**config.mk**
```make
export PLATFORM = sky130hd
export DESIGN_NAME = pm_fetch
export DESIGN_NICKNAME = d
export VERILOG_FILES = /design/src/rtl/pm_fetch.sv
export SDC_FILE = /design/constraint.sdc
export NUM_CORES = 1
export LEC_CHECK = 0
export ABC_AREA = 0
export ABC_CLOCK_PERIOD_IN_PS = 2400
export CORE_ASPECT_RATIO = 1.75
export CORE_UTILIZATION = 43
export DETAILED_ROUTE_END_ITERATION = 16
export GPL_TIMING_DRIVEN = 1
export MAX_ROUTING_LAYER = met4
export PLACE_DENSITY = 0.75
export SYNTH_ARGS = -nofsm -noshare
export SYNTH_HDL_FRONTEND = slang
export SYNTH_SLANG_ARGS = --single-unit
```
**constraint.sdc**
```tcl
create_clock -name clk_i -period 2.4 [get_ports clk_i]
set_input_delay 0.48 -clock clk_i [delete_from_list [all_inputs] [get_ports clk_i]]
set_output_delay 0.48 -clock clk_i [all_outputs]
set_load 0.1 [all_outputs]
```
**src/rtl/pm_fetch.sv**
```systemverilog
// pm_fetch: program-memory fetch sequencer.
// Owns the program counter, issues one-cycle read strobes to program memory,
// waits (bounded) for the acknowledge and hands each returned nibble to the
// decode stage.
//
// Handshake (decode side): an instruction transfers on a rising edge where
// ins_valid_o and ins_ready_i are both high. Once ins_valid_o is raised it
// stays high and ins_o stays stable until that transfer, or until a jump in
// HOLD flushes the buffered instruction.
module pm_fetch #(
    parameter int unsigned          AW       = 8,
    parameter int unsigned          DW       = 4,
    parameter logic [AW-1:0]        RESET_PC = '0,
    parameter int unsigned          TIMEOUT  = 15
) (
    input  logic          clk_i,
    input  logic          clr_i,
    input  logic          en_i,
    input  logic          jmp_i,
    input  logic [AW-1:0] jmp_addr_i,
    output logic [AW-1:0] pm_addr_o,
    output logic          pm_rd_o,
    input  logic          pm_ack_i,
    input  logic [DW-1:0] pm_data_i,
    output logic [DW-1:0] ins_o,
    output logic          ins_valid_o,
    input  logic          ins_ready_i,
    output logic [AW-1:0] pc_o,
    output logic          busy_o,
    output logic          err_o,
    output logic [1:0]    state_o
);

    // Wait counter only has to reach TIMEOUT-1 before the timeout fires.
    localparam int unsigned CW = (TIMEOUT < 2) ? 1 : $clog2(TIMEOUT + 1);
    localparam logic [CW-1:0] WAIT_LAST = CW'(TIMEOUT - 1);

    typedef enum logic [1:0] {
        ST_IDLE = 2'd0,
        ST_REQ  = 2'd1,
        ST_WAIT = 2'd2,
        ST_HOLD = 2'd3
    } state_t;

    state_t        state_q, state_d;
    logic [AW-1:0] pc_q, pc_d;
    logic [DW-1:0] ins_q, ins_d;
    logic          ins_valid_q, ins_valid_d;
    logic          err_q, err_d;
    logic [CW-1:0] cnt_q, cnt_d;

    // State and datapath registers; clr overrides everything.
    always_ff @(posedge clk_i) begin
        if (clr_i) begin
            state_q     <= ST_IDLE;
            pc_q        <= RESET_PC;
            ins_q       <= '0;
            ins_valid_q <= 1'b0;
            err_q       <= 1'b0;
            cnt_q       <= '0;
        end else begin
            state_q     <= state_d;
            pc_q        <= pc_d;
            ins_q       <= ins_d;
            ins_valid_q <= ins_valid_d;
            err_q       <= err_d;
            cnt_q       <= cnt_d;
        end
    end

    // Next-state and datapath update for the fetch sequence.
    always_comb begin
        state_d     = state_q;
        pc_d        = pc_q;
        ins_d       = ins_q;
        ins_valid_d = ins_valid_q;
        err_d       = err_q;
        cnt_d       = cnt_q;
        unique case (state_q)
            ST_IDLE: begin
                // A jump and a fetch start may coincide; the fetch sees the new pc.
                if (jmp_i) pc_d = jmp_addr_i;
                if (en_i)  state_d = ST_REQ;
            end
            ST_REQ: begin
                cnt_d   = '0;
                state_d = ST_WAIT;
            end
            ST_WAIT: begin
                if (pm_ack_i) begin
                    ins_d       = pm_data_i;
                    ins_valid_d = 1'b1;
                    pc_d        = pc_q + AW'(1);
                    state_d     = ST_HOLD;
                end else if (cnt_q == WAIT_LAST) begin
                    // Memory never answered: flag it and leave pc on the failed address.
                    err_d   = 1'b1;
                    state_d = ST_IDLE;
                end else begin
                    cnt_d = cnt_q + CW'(1);
                end
            end
            ST_HOLD: begin
                if (jmp_i) begin
                    // Jump flushes the buffered instruction without a transfer.
                    pc_d        = jmp_addr_i;
                    ins_valid_d = 1'b0;
                    state_d     = en_i ? ST_REQ : ST_IDLE;
                end else if (ins_ready_i) begin
                    ins_valid_d = 1'b0;
                    state_d     = en_i ? ST_REQ : ST_IDLE;
                end
            end
            default: state_d = ST_IDLE;
        endcase
    end

    assign pm_addr_o   = pc_q;
    assign pc_o        = pc_q;
    assign pm_rd_o     = (state_q == ST_REQ);
    assign busy_o      = (state_q == ST_REQ) || (state_q == ST_WAIT);
    assign ins_o       = ins_q;
    assign ins_valid_o = ins_valid_q;
    assign err_o       = err_q;
    assign state_o     = state_q;

endmodule
```
==> results.py <==
metrics = {
    "timing": {
        "slew_viol_final": 0,
        "setup_tns_ns": 0,
        "fmax_mhz": 535,
        "hold_worst_slack_ns": 0.466,
        "period_minus_slack_ns": 1.87,
        "number_of_endpoints_with_negative_hold_slack_in_the_final_report": 0,
        "final_setup_violation_count": 0,
        "worst_slew_margin_pct": 71.3,
        "grt_setup_unrepaired": "no",
        "timing_worst_slew_pin_value_ns": 0.429,
        "fin_crit_sh_pct": 77.9,
        "skew_ns": 0.00202,
    },
    "hold_path": {
        "min_from": "ins_o[0]",
        "hold_path_end": "ins_o[0]",
        "worst_hold_path.num_cells": 2,
        "min-delay-path-class": "reg2reg",
    },
    "drt": {
        "route.detailed.drc": 0,
        "drt-wirelength-per-cell_microns": 14.0,
        "antenna_left": 0,
        "drt_wl_total_microns": 2840,
        "vias_per_cell": 5.62,
        "dr_total_vias": 1135,
        "first_iter_violations": 33,
        "dr.pass1.iters": 4,
    },
    "setup_path": {
        "r2r_setup_slk_ns": 0.53,
        "timing.rr.start": "state_o[0]",
        "worst_ep_required_time_ns": 2.52,
        "worst_setup_path_startpoint": "state_o[0]",
        "arrival_time_at_the_worst_endpoint_ns": 1.99,
        "rr_worst_depth": 6,
        "largest_fanout_on_the_critical_path": 7,
        "r2r-end": "state_o[0]",
        "critPathKind": "reg2reg",
        "type_of_origin_of_the_critical_path": "flip-flop",
        "end_kind": "flip-flop",
    },
    "global_route": {
        "grt_first_pass_wirelength_microns": 4540,
        "number_of_antenna_violations_at_the_first_check_in_global_routing": 0,
        "pin_count_of_the_biggest_net_entering_global_routing": 19,
        "gr-total-overflow": 0,
        "grt_pass1_vias": 1070,
        "grt_util_all_layers_pct": 22.1,
    },
    "die": {
        "io-pin-count": 44,
        "initial_core_util_pct": 46.1,
        "dieHeight_microns": 70.8,
        "die_width_microns": 41.3,
        "core-area_sq_mm": 0.00252,
        "design.die.area_sq_mm": 0.00292,
        "floorplan.rows": 24,
    },
    "synth": {
        "synth_top_area_cell": "sky130_fd_sc_hd__dfxtp_1",
        "synth.avg_cell_area_sq_um": 8.19,
        "mapped_cells": 142,
        "seq_area_frac_synth_pct": 34.4,
        "synth.cell_area_sq_mm": 0.00116,
        "synth_area_leaders": "sky130_fd_sc_hd__dfxtp_1, sky130_fd_sc_hd__ha_1, sky130_fd_sc_hd__a21oi_1",
        "ys.warnings.count": 0,
        "ys_seq_elements": 20,
        "synth_cell_type_count": 38,
        "yosys.area.top_type_share_pct": 34.4,
        "synthesis.nets": 168,
    },
    "finish": {
        "antennaDiodeCount": 0,
        "layout.core_utilization_pct": 62.8,
        "num-fill-cells": 240,
        "final_common_cell": "sky130_fd_sc_hd__buf_4",
        "commonest_cells_after_routing_fill_and_taps_aside": "sky130_fd_sc_hd__buf_4, sky130_fd_sc_hd__dfxtp_1, sky130_fd_sc_hd__clkdlybuf4s50_1",
        "drive_gt1_share_pct": 21.6,
        "nNetsFinal": 203,
        "flow.area_growth_from_synthesis_pct": 36.4,
    },
    "cts": {
        "tritoncts_num_sinks": 20,
        "cts_repair_resize_count": 0,
        "clockBufferDepth": 2,
        "numCtsBuffers": 3,
        "cts-root-buf": "sky130_fd_sc_hd__clkbuf_8",
        "htree_levels": 1,
        "clk_pin_slew_ns": 0.08,
        "clk-insertion-delay-late_ns": 0.25,
        "tritoncts_clock_tree": "yes",
        "cts-hold-fix-buffers": 0,
        "cts.repair_timing.setup_buffer_count": 0,
    },
    "job": {
        "maxCapViolations": 0,
    },
    "place": {
        "gp_congestion": 0.817,
        "detailed_place_hpwl_microns": 2240,
        "portBuffers": 43,
    },
    "pwr": {
        "vdd_drop_max_mv": 0.887,
        "total_leakage_power_uw": 0.000646,
        "power_density_mw_per_mm2": 1280,
    },
    "status": {
        "result_of_the_run": "completed",
    },
}
==> worst max-delay path, stage by stage (launching register included) <==
cell and delay [ns]:
sky130_fd_sc_hd__dfxtp_4 0.37, sky130_fd_sc_hd__inv_1 0.11, sky130_fd_sc_hd__ha_1 0.31, sky130_fd_sc_hd__nor2b_4 0.18, sky130_fd_sc_hd__a221o_1 0.36, sky130_fd_sc_hd__a2111oi_0 0.33
sky130_fd_sc_hd__a211oi_1 0.09
==> stage by stage <==
stage	std cells	worst slack, ns	cell area [sq um]	power [uW]
CTS	202	0.527	1590	2040
global placement	198	0.413	1520	1730
floorplan	142	0.162	1180	1530
global route	202	0.414	1590	2120
detailed placement	198	0.373	1520	1750
finish	202	0.530	1590	2030
==> cell families (layout without fill, tap and decap cells) <==
logic type	count (synthesis)	in the layout	share of synthesized area, %
and+or+nand+nor	47	47	21.3
AOI/OAI and AO/OA	40	40	22.8
xor gates and xnor gates	2	2	1.51
adders and majority gates	8	8	8.61
buffers and inverters	24	58	10.4
DFF	20	20	34.4
muxes	1	1	0.861
==> state kept, by name (all words and copies together) (netlist names) <==
register     cells
pc_o             8
cnt_q            4
ins_o            4
state_o          2
err_o            1
ins_valid_o      1
==> final cells by class <==
| class | instances | area [sq um] | area share, % |
|---|---|---|---|
| sequential | 20 | 408 | 25.7 |
| timing repair buffer | 44 | 385 | 24.3 |
| inverter | 10 | 37.5 | 2.37 |
| clock buffer | 4 | 66.3 | 4.18 |
| multi-input combinational | 98 | 656 | 41.4 |
| tap | 26 | 32.5 | 2.05 |
==> routing by layer <==
metal  track usage, %  vias to the layer above  wire, microns
met5                -                        -              0
met4             6.09                        0             37
met3             2.19                        4            130
met2             40.6                       40           1580
met1             22.5                      526           1090
li1                 -                      565              -
==> how the worst max path moves through the flow <==
stage | endpoint | cells after the start | slack, ns
floorplan | pc_o[3] | 7 | 0.16
global placement | state_o[1] | 5 | 0.41
detailed placement | state_o[1] | 5 | 0.37
CTS | state_o[1] | 6 | 0.53
global route | pc_o[0] | 6 | 0.41
finish | state_o[0] | 6 | 0.53
==> where the power goes <==
group	switching, uW	internal [uW]	leakage [uW]
logic	978	313	0.000448
clock network	112	180	0.0000339
registers	61.5	386	0.000164
==> synthesized netlist by cell type, drive strengths merged <==
master    n
dfxtp    20
nand2    15
a21oi    13
buf      11
inv      10
nor2      9
ha        8
o21ai     7
nand3     5
and3      4
nand4     4
nor2b     4
o32ai     4
clkbuf    3
o31a      3
a211oi    2
a31oi     2
or3       2
xor2      2
a2111oi   1
a21o      1
a221o     1
a221oi    1
a2bb2oi   1
a41oi     1
and2      1
mux2i     1
nand2b    1
nor3      1
nor3b     1
o21a      1
o21bai    1
o2bb2ai   1
No activity file was read; power rests on OpenSTA's default activity.
